<file path="src/rtl/pwm_fade_ctrl_if.sv">
`default_nettype none
// ============================================================================
// Module   : pwm_fade_ctrl_if
// Purpose  : Control/status bundle between the LED/button control logic
//            (master) and the pwm_fade_ctrl duty sequencer (slave).
// Signals  : i_start       - one-cycle pulse, latch target/step, begin ramp
//            i_stop        - one-cycle pulse, abort ramp and freeze duty
//            i_target      - requested final duty (WL bits)
//            i_step        - duty increment per step, 0 behaves as 1 (WL bits)
//            i_breathe     - breathe-mode select, sampled with i_start
//            o_duty_cycle  - duty value for pwm.i_duty_cycle (WL bits)
//            o_busy        - high while a ramp is in progress
//            o_done        - one-cycle pulse when the target is reached
//            o_period_tick - one-cycle pulse on the last cycle of a PWM period
// Revision : 1.0 - initial release
// ============================================================================
interface pwm_fade_ctrl_if #(
  parameter int WL = 4
);
  logic          i_start;
  logic          i_stop;
  logic [WL-1:0] i_target;
  logic [WL-1:0] i_step;
  logic          i_breathe;
  logic [WL-1:0] o_duty_cycle;
  logic          o_busy;
  logic          o_done;
  logic          o_period_tick;

  // Control side: issues commands, observes status.
  modport master (
    output i_start,
    output i_stop,
    output i_target,
    output i_step,
    output i_breathe,
    input  o_duty_cycle,
    input  o_busy,
    input  o_done,
    input  o_period_tick
  );

  // Sequencer side: accepts commands, produces status.
  modport slave (
    input  i_start,
    input  i_stop,
    input  i_target,
    input  i_step,
    input  i_breathe,
    output o_duty_cycle,
    output o_busy,
    output o_done,
    output o_period_tick
  );
endinterface
`default_nettype wire

</file>
<file path="src/rtl/pwm_fade_ctrl.sv">
`default_nettype none
// ============================================================================
// Module   : pwm_fade_ctrl
// Purpose  : Duty-cycle sequencer for a pwm generator. Ramps the duty from its
//            current value to a requested target in fixed steps, updating it
//            only at PWM period boundaries so every period carries exactly one
//            duty value.
// Ports    : clk  - system clock
//            rst  - asynchronous active-high reset
//            bus  - pwm_fade_ctrl_if.slave (start/stop/target/step/breathe in,
//                   duty/busy/done/period_tick out, all outputs registered)
// Options  : PWM_FADE_BREATHE_EN - when defined, i_breathe=1 at i_start makes
//            the duty bounce between the target and 0 until i_stop.
// Revision : 1.0 - initial release
// ============================================================================
module pwm_fade_ctrl #(
  parameter int CLK_FREQ     = 100000000,
  parameter int PWM_FREQ     = 20000,
  parameter int WL           = $clog2(CLK_FREQ / PWM_FREQ),
  parameter int STEP_PERIODS = 4
) (
  input  wire logic      clk,
  input  wire logic      rst,
  pwm_fade_ctrl_if.slave bus
);

  // Period counter runs 0..PERIOD_CNT, i.e. PERIOD_CNT+1 cycles per period,
  // identical to the counter inside the driven pwm.
  localparam int PERIOD_CNT = CLK_FREQ / PWM_FREQ;
  localparam int C_CNT_W    = $clog2(PERIOD_CNT + 1);
  localparam int C_STEP_W   = (STEP_PERIODS > 1) ? $clog2(STEP_PERIODS) : 1;

  localparam logic [C_CNT_W-1:0]  C_PERIOD_LAST = C_CNT_W'(PERIOD_CNT);
  localparam logic [C_STEP_W-1:0] C_STEP_LAST   = C_STEP_W'(STEP_PERIODS - 1);

  typedef enum logic [0:0] {
    IDLE = 1'b0,
    RAMP = 1'b1
  } state_t;

  // --------------------------------------------------------------------------
  // Registers
  // --------------------------------------------------------------------------
  logic [C_CNT_W-1:0]  period_cnt_q, period_cnt_d;
  logic                tick_q, tick_d;
  logic [C_STEP_W-1:0] step_cnt_q, step_cnt_d;
  state_t              state_q, state_d;
  logic [WL-1:0]       duty_q, duty_d;
  logic [WL-1:0]       target_q, target_d;
  logic [WL-1:0]       step_q, step_d;
  logic                busy_q, busy_d;
  logic                done_q, done_d;

`ifdef PWM_FADE_BREATHE_EN
  // breathe_q: breathe mode active; to_zero_q: current leg heads for 0.
  logic                breathe_q, breathe_d;
  logic                to_zero_q, to_zero_d;
`endif

  // --------------------------------------------------------------------------
  // Combinational helpers
  // --------------------------------------------------------------------------
  logic          w_step_event;
  logic [WL-1:0] w_goal;
  logic [WL-1:0] w_start_step;
  logic          w_up;
  logic [WL-1:0] w_gap;
  logic [WL-1:0] w_next_duty;

  // Free-running period counter and its registered end-of-period tick. The
  // tick is computed from the next count so it lines up with the cycle in
  // which the counter actually holds PERIOD_CNT.
  always_comb begin
    period_cnt_d = (period_cnt_q == C_PERIOD_LAST) ? '0
                                                   : period_cnt_q + C_CNT_W'(1);
    tick_d       = (period_cnt_d == C_PERIOD_LAST);
  end

  // Step counter advances once per period; it is never cleared by i_start,
  // so step events stay on a fixed grid relative to reset.
  always_comb begin
    step_cnt_d = step_cnt_q;
    if (tick_q) begin
      step_cnt_d = (step_cnt_q == C_STEP_LAST) ? '0 : step_cnt_q + C_STEP_W'(1);
    end
  end

  assign w_step_event = tick_q && (step_cnt_q == C_STEP_LAST);

  // A zero step would stall the ramp forever, so it is promoted to 1.
  assign w_start_step = (bus.i_step == '0) ? WL'(1) : bus.i_step;

`ifdef PWM_FADE_BREATHE_EN
  assign w_goal = to_zero_q ? '0 : target_q;
`else
  assign w_goal = target_q;

  logic w_unused_breathe;
  assign w_unused_breathe = bus.i_breathe;
`endif

  // Move toward the goal by step_q, saturating at the goal. Working on the
  // unsigned gap keeps the arithmetic inside WL bits: no wrap past 0 or
  // 2^WL-1 can occur because the add/subtract only happens when the gap
  // exceeds the step.
  always_comb begin
    w_up        = (duty_q < w_goal);
    w_gap       = w_up ? (w_goal - duty_q) : (duty_q - w_goal);
    w_next_duty = w_goal;
    if (w_gap > step_q) begin
      w_next_duty = w_up ? (duty_q + step_q) : (duty_q - step_q);
    end
  end

  // --------------------------------------------------------------------------
  // FSM next-state / datapath
  // --------------------------------------------------------------------------
  always_comb begin
    state_d  = state_q;
    duty_d   = duty_q;
    target_d = target_q;
    step_d   = step_q;
    done_d   = 1'b0;
`ifdef PWM_FADE_BREATHE_EN
    breathe_d = breathe_q;
    to_zero_d = to_zero_q;
`endif

    if (bus.i_stop) begin
      // Stop outranks a simultaneous start; the duty is simply held.
      state_d = IDLE;
`ifdef PWM_FADE_BREATHE_EN
      breathe_d = 1'b0;
      to_zero_d = 1'b0;
`endif
    end else if (bus.i_start) begin
      // Valid in both states. A start coinciding with a step event takes
      // precedence and that event is skipped; direction is re-derived from
      // the current duty at the next step event.
      target_d = bus.i_target;
      step_d   = w_start_step;
`ifdef PWM_FADE_BREATHE_EN
      breathe_d = bus.i_breathe;
      to_zero_d = 1'b0;
`endif
      if (bus.i_target == duty_q) begin
        state_d = IDLE;
        done_d  = 1'b1;
`ifdef PWM_FADE_BREATHE_EN
        breathe_d = 1'b0;
`endif
      end else begin
        state_d = RAMP;
      end
    end else if ((state_q == RAMP) && w_step_event) begin
      duty_d = w_next_duty;
      if (w_next_duty == w_goal) begin
        done_d = 1'b1;
`ifdef PWM_FADE_BREATHE_EN
        if (breathe_q) begin
          to_zero_d = ~to_zero_q;
        end else begin
          state_d = IDLE;
        end
`else
        state_d = IDLE;
`endif
      end
    end

    // Registered busy flag tracks the state being entered, so it rises the
    // cycle after i_start and falls on the same edge as o_done.
    busy_d = (state_d == RAMP);
  end

  // --------------------------------------------------------------------------
  // State registers
  // --------------------------------------------------------------------------
  always_ff @(posedge clk or posedge rst) begin
    if (rst) begin
      period_cnt_q <= '0;
      tick_q       <= 1'b0;
      step_cnt_q   <= '0;
      state_q      <= IDLE;
      duty_q       <= '0;
      target_q     <= '0;
      step_q       <= '0;
      busy_q       <= 1'b0;
      done_q       <= 1'b0;
    end else begin
      period_cnt_q <= period_cnt_d;
      tick_q       <= tick_d;
      step_cnt_q   <= step_cnt_d;
      state_q      <= state_d;
      duty_q       <= duty_d;
      target_q     <= target_d;
      step_q       <= step_d;
      busy_q       <= busy_d;
      done_q       <= done_d;
    end
  end

`ifdef PWM_FADE_BREATHE_EN
  always_ff @(posedge clk or posedge rst) begin
    if (rst) begin
      breathe_q <= 1'b0;
      to_zero_q <= 1'b0;
    end else begin
      breathe_q <= breathe_d;
      to_zero_q <= to_zero_d;
    end
  end
`endif

  // --------------------------------------------------------------------------
  // Outputs (all straight from flops)
  // --------------------------------------------------------------------------
  assign bus.o_duty_cycle  = duty_q;
  assign bus.o_busy        = busy_q;
  assign bus.o_done        = done_q;
  assign bus.o_period_tick = tick_q;

endmodule
`default_nettype wire
</file>
<file path="src/flat_wrapper.sv">
// flat-port wrapper written by rule: the top's interface ports become plain ports
module pwm_fade_ctrl_flat 
#(
  parameter int CLK_FREQ     = 100000000,
  parameter int PWM_FREQ     = 20000,
  parameter int WL           = $clog2(CLK_FREQ / PWM_FREQ),
  parameter int STEP_PERIODS = 4
)
  (clk, rst, bus_i_start, bus_i_stop, bus_i_target, bus_i_step, bus_i_breathe, bus_o_duty_cycle, bus_o_busy, bus_o_done, bus_o_period_tick);
  pwm_fade_ctrl_if #(.WL(WL)) bus_i ();
  input  wire logic clk;
  input  wire logic rst;
  input wire logic [$bits(bus_i.i_start)-1:0] bus_i_start;
  input wire logic [$bits(bus_i.i_stop)-1:0] bus_i_stop;
  input wire logic [$bits(bus_i.i_target)-1:0] bus_i_target;
  input wire logic [$bits(bus_i.i_step)-1:0] bus_i_step;
  input wire logic [$bits(bus_i.i_breathe)-1:0] bus_i_breathe;
  output wire logic [$bits(bus_i.o_duty_cycle)-1:0] bus_o_duty_cycle;
  output wire logic [$bits(bus_i.o_busy)-1:0] bus_o_busy;
  output wire logic [$bits(bus_i.o_done)-1:0] bus_o_done;
  output wire logic [$bits(bus_i.o_period_tick)-1:0] bus_o_period_tick;
  assign bus_i.i_start = bus_i_start;
  assign bus_i.i_stop = bus_i_stop;
  assign bus_i.i_target = bus_i_target;
  assign bus_i.i_step = bus_i_step;
  assign bus_i.i_breathe = bus_i_breathe;
  assign bus_o_duty_cycle = bus_i.o_duty_cycle;
  assign bus_o_busy = bus_i.o_busy;
  assign bus_o_done = bus_i.o_done;
  assign bus_o_period_tick = bus_i.o_period_tick;
  pwm_fade_ctrl #(.CLK_FREQ(CLK_FREQ), .PWM_FREQ(PWM_FREQ), .WL(WL), .STEP_PERIODS(STEP_PERIODS)) u_core (.clk(clk), .rst(rst), .bus(bus_i));
endmodule
</file>
<file path="config.mk">
export PLATFORM = sky130hd
export DESIGN_NAME = pwm_fade_ctrl_flat
export DESIGN_NICKNAME = d
export VERILOG_FILES = /design/src/rtl/pwm_fade_ctrl_if.sv /design/src/rtl/pwm_fade_ctrl.sv /design/src/flat_wrapper.sv
export SDC_FILE = /design/constraint.sdc
export NUM_CORES = 1
export LEC_CHECK = 0
export ABC_AREA = 1
export CORE_ASPECT_RATIO = 1.25
export CORE_MARGIN = 3
export CORE_UTILIZATION = 50
export CTS_BUF_LIST = sky130_fd_sc_hd__clkbuf_16
export CTS_CLUSTER_SIZE = 14
export DETAILED_ROUTE_END_ITERATION = 12
export GPL_ROUTABILITY_DRIVEN = 0
export HOLD_SLACK_MARGIN = 0.03
export PLACE_DENSITY_LB_ADDON = 0.08
export SLEW_MARGIN = 0
export SYNTH_ARGS = -nofsm -noshare
export SYNTH_HDL_FRONTEND = slang
export SYNTH_SLANG_ARGS = --single-unit
</file>
<file path="constraint.sdc">
create_clock -name clk -period 10.4 [get_ports clk]
set_clock_uncertainty 0.1 [all_clocks]
set_input_delay 2.08 -clock clk [delete_from_list [all_inputs] [get_ports clk]]
set_output_delay 2.08 -clock clk [all_outputs]
set_load 0.02 [all_outputs]
</file>
## After elaboration in Yosys (flattened, before gate mapping)

Index checks and enable logic that the tools add are counted.
Widths: inputs -> output; s select.

| storage, ports and cells | value |
|---|---|
| register bits after elaboration | 57 |
| latch bits | 0 |
| RAM bits | 0 |
| memory bits (read-only) | 0 |
| output and inout bits | 16 |
| memories | 0 |

| operators by class | value |
|---|---|
| add/subtract/negate cells | 6 |
| multipliers | 0 |
| div/mod/pow operators | 0 |
| $lt $le $gt $ge | 2 |
| equality and inequality tests | 5 |
| shifts and indexed selects | 0 |
| mux-type cells | 16 |
| bitwise operators | 2 |
| reductions and logical operators | 8 |

Operator list:

| operator | count |
|---|---|
| $mux 13 | 5 |
| $sub 13x13->13 | 3 |
| $eq 13x13->1 | 2 |
| $eq 13x13->1 const B | 2 |
| $add 13x1->13 const B | 1 |
| $add 13x13->13 | 1 |
| $gt 13x13->1 | 1 |
| $logic_not 13->1 | 1 |
| $lt 13x13->1 | 1 |
| $mux 1 | 10 |
| $reduce_bool 3->1 | 2 |
| $reduce_and 2->1 | 2 |
| $reduce_and 3->1 | 1 |
| $add 2x1->2 const B | 1 |
| $eq 2x2->1 const B | 1 |
| $logic_and 1x1->1 | 2 |
| $mux 2 | 1 |
| $not 1->1 | 2 |

## Depth between registers and ports, before layout

| depth | value |
|---|---|
| word-level depth | 9 |
| gate-level depth with buffers | 33 |

## Least setup slack after synthesis

Ideal clock, no wire load.

| path | value |
|---|---|
| path type | register to register |
| start point | register u_core.duty_q[8] (netlist: u_core.bus.o_duty_cycle[8]) |
| end point | register u_core.state_q |
| library setup time | 0.116 ns |
| arrival time | 3.544 ns |
| required time | 10.184 ns |
| path slack | 6.640 ns |
| stages on the path, launching flop included | 32 |
| buffers on the path | 2 |
| clock period less this slack | 3.760 ns |
| cells stage by stage | dfrtp_1 > inv_1 > ha_1 > buf_6 > nand2_1 > inv_1 > nand2_1 > nand2_2 > a21oi_4 > nand2_4 > inv_2 > nand2_2 > nand2_2 > nand2_1 > o21ai_2 > xnor2_1 > inv_1 > ha_1 > nand2_1 > inv_2 > nand3_2 > nor2_4 > nand3_4 > inv_2 > a21oi_4 > buf_6 > nand3_1 > nand3_1 > nor3_1 > nand3_1 > nand2_1 > nand2_1 |

| on the way | value |
|---|---|
| cells in the longest elaborated chain, start to end | 7 |

Ends and longest elaborated chain:

| element | line | source |
|---|---|---|
| start, declared | pwm_fade_ctrl.sv:48 | `logic [WL-1:0] duty_q, duty_d;` |
| start signal, assigned | pwm_fade_ctrl.sv:195 | `duty_q <= duty_d;` |
| $sub 13x13->13 or $lt 13x13->1 (tied branches) | pwm_fade_ctrl.sv:108, pwm_fade_ctrl.sv:107 |  |
| $mux 13 | pwm_fade_ctrl.sv:108 | `w_gap = w_up ? (w_goal - duty_q) : (duty_q - w_goal);` |
| $gt 13x13->1 | pwm_fade_ctrl.sv:110 | `if (w_gap > step_q) begin` |
| $mux 13 | pwm_fade_ctrl.sv:110 |  |
| $eq 13x13->1 | pwm_fade_ctrl.sv:157 | `if (w_next_duty == w_goal) begin` |
| $reduce_bool 3->1 (no line) | n/a |  |
| $reduce_and 2->1 (no line) | n/a |  |
| end signal, assigned | pwm_fade_ctrl.sv:194 | `state_q <= state_d;` |
| end, declared | pwm_fade_ctrl.sv:47 | `state_t state_q, state_d;` |

Several ways; a longest one is shown, not always the timed one.
A chain may end at the register's enable or synchronous reset.

## Worst setup path after layout

Ends and elaborated chain as after synthesis.

==> flow_summary_export.csv <==
group,metric,value,unit
drt,final_antenna_net_count,0,
yosys,synthesis.nets,953,
run_status,run_status,"complete, no violations",
floorplan,start_util,51.8,%
finish,final_layout_size_suffix_gt1_share,7.03,%
global_route,grt_start_max_net_pins,58,
pwr,power_leakage,3.47,nW
worst_hold_path,hp-start,"u_core.step_cnt_q[1]$_DFFE_PP0P_",
worst_hold_path,hold_path_class,"reg -> reg",
yosys,ys_seq_area_share,24.5,%
floorplan,die-area,13000,sq um
pwr,p_per_area,164,nW/um^2
clocking,clk_pin_slew,0.05,ns
critical_path,critPathLaunch,"u_core.bus.o_duty_cycle[8]$_DFFE_PP0P_",
clocking,hold_buffers,0,
finish,final_cells,1046,
timing,min_period_over_period,49.6,%
drt,highest_layer,"met4",
timing,holdWs,0.376,ns
critical_path,cp-end-kind,"register",
critical_path,critPathRequiredTime,10.52,ns
global_route,grt_overflow_total,0,
timing,worst_pin_slew,1.00,ns
yosys,yosysUniqueCellTypes,47,
critical_path,worstSetupPathType,"reg -> reg",
critical_path,crit_path_frequent_cell,"nand2_1",
finish,layout.cells.most_common,"nand2_1",
clocking,clockBufferDepth,2,
clocking,cts_tree,"done",
drt,dr.pass1.iters,6,
pwr,vdd_ir_drop_max,0.104,mV
floorplan,core-area,11200,sq um
timing,fin_crit,5.16,ns
clocking,cts_setup_buffers,0,
clocking,clock-root-buffer,"clkbuf_16",
global_route,grt_pass1_wl,27600,um
drt,vias_per_cell,5.45,
critical_path,r2r-start,"u_core.bus.o_duty_cycle[8]$_DFFE_PP0P_",
drt,drcViolationCount,0,
placed_design,dp_hpwl,13700,um
yosys,synthMuxAreaShare,0,%
yosys,synth_compound_area_share,13.4,%
yosys,avgSynthCellArea,6.73,sq um
timing,fmax,0.194,GHz
placed_design,io_buffers,45,
timing,grt_setup_unrepaired,"false",
yosys,syn_area,5830,sq um
timing,drv_slew,0,
drt,route.met2.wl,8230,um
finish,area_growth,14.0,%
global_route,grt_pass1_vias,5586,
critical_path,worst_ep_arrival_time,5.28,ns
clocking,numCtsBuffers,9,
placed_design,placed_cells,1030,
critical_path,cp_max_fo,25,
clocking,cts_resized,0,
drt,wl_met3,912,um
yosys,synth_top_family_by_area,"simple AND/OR/NAND/NOR gates",
finish,mostFrequentLayoutCells,"nand2_1, inv_1, o21ai_0, nor2_1, dfrtp_1",
floorplan,die_x,103,um
timing,tns,0,ns
timing,finalHoldViolations,0,
yosys,synthXorXnorAreaFrac,5.71,%
drt,wl_per_cell,16.3,um
critical_path,critPathMaxStageDelay,0.58,ns
floorplan,die_h,127,um
yosys,syn_inst,865,
timing,setup_viol,0,
floorplan,core.rowCount,43,
global_route,antenna_found_initial,0,
critical_path,critical_path.slowest_cell,"a21oi_4",
critical_path,start_kind,"register",
drt,drt_iter0_markers,382,
drt,finalWirelength,17000,um
yosys,ys_ff_latch,57,
yosys,synth_fa_ha_area_share,12.6,%
timing,timing.slew.headroom,33.0,%
yosys,yosys_warnings,0,
floorplan,io_pins,47,
global_route,grtUsageTotal,27.5,%
yosys,yosys.area_share.simple,32.3,%
flow_run,drv_cap,0,
clocking,cts_max_level,3,
finish,final_nets,994,
drt,wl_met1,7110,um
yosys,yosys-top-cells-area,"dfrtp_1, nand2_1, ha_1, inv_1, o21ai_0",
finish,num_antenna_cells,0,
clocking,clk_latency,0.33,ns
yosys,synth_area_leader_cell,"dfrtp_1",
yosys,yosysTopAreaCellShare,24.5,%
clocking,cts.sinks,57,
drt,num_vias,5704,
[cell usage after synthesis, drive strengths merged]
library cell,number
a21o,1
a21oi,36
a221oi,2
a22oi,1
a311oi,1
a31oi,2
and3,1
buf,9
clkbuf,7
dfrtp,57
fa,3
ha,54
inv,150
nand2,235
nand3,63
nand3b,2
nand4,22
nor2,69
nor3,12
nor4,5
nor4b,1
o2111ai,1
o211ai,5
o21ai,74
o21bai,5
o221ai,3
o22ai,1
o31ai,1
or2,4
xnor2,15
xor2,23
[final timing paths]
kind | end | slack (ns) | cells past startpoint
worst max register to register | u_core.state_q$_DFFE_PP0P_ | 5.24 | 29
worst min register to register | u_core.step_cnt_q[1]$_DFFE_PP0P_ | 0.38 | 2
min in group asynchronous | u_core.step_q[7]$_DFFE_PP0P_ | 2.18 | 3
worst max-delay path | u_core.state_q$_DFFE_PP0P_ | 5.24 | 29
max in group asynchronous | u_core.bus.o_duty_cycle[3]$_DFFE_PP0P_ | 7.47 | 3
worst min-delay path | u_core.step_cnt_q[1]$_DFFE_PP0P_ | 0.38 | 2
[registers in the layout, summed over array words and instances, names as in the netlist]
signal / count
u_core.bus.o_done: 1
u_core.bus.o_duty_cycle: 13
u_core.bus.o_period_tick: 1
u_core.period_cnt_q: 13
u_core.state_q: 1
u_core.step_cnt_q: 2
u_core.step_q: 13
u_core.target_q: 13
[cell families (layout without fill, tap and decap cells)]
group | after synthesis | count (layout)
AND/OR/NAND/NOR | 414 | 414
buffers and inverters | 166 | 212
AO/OA/AOI/OAI | 133 | 133
adder cells (fa/ha/maj) | 57 | 57
flip-flops | 57 | 57
XOR/XNOR | 38 | 38
[through the flow]
step	worst slack (ns)	utilization, %	total power [W]	cell area [sq um]
final	5.24	59.1	0.00109	6640
after global routing	4.85	59.1	0.00117	6640
after CTS	5.27	59.1	0.00108	6640
after detailed placement	5.32	56.5	0.000789	6350
after global placement	5.37	56.5	0.000776	6350
after floorplan	6.64	-	0.000670	5830
[layer usage]
metal,up-vias,global-route usage (%)
li1,2870,-
met1,2613,34.4
met2,178,45.6
met3,43,4.29
met4,0,13.1
met5,-,0
[critical path: cells and delay by family (launching register included)]
family | cells | cell delay, ns
compound gates | 4 | 1.12
fa+ha+maj | 2 | 0.70
simple gates | 17 | 1.75
xor+xnor | 1 | 0.18
flops | 1 | 0.50
buf+inv | 5 | 0.67
[final cells by class]
cell class / instances / area [sq um]
fillers: 1067 / 4600
multi-input cells: 642 / 3740
flip-flops and latches: 57 / 1430
inverters: 150 / 563
repair buffers: 46 / 458
clock buffers: 9 / 225
well taps: 135 / 169
clock inverters: 7 / 61.3
[power breakdown]
group / leakage, nW / internal [W] / switching, W
combinational: 2.61 / 0.000184 / 0.000363
sequential: 0.720 / 0.000235 / 0.0000144
clock: 0.144 / 0.000183 / 0.000107
No activity file was read; power rests on OpenSTA's default activity.
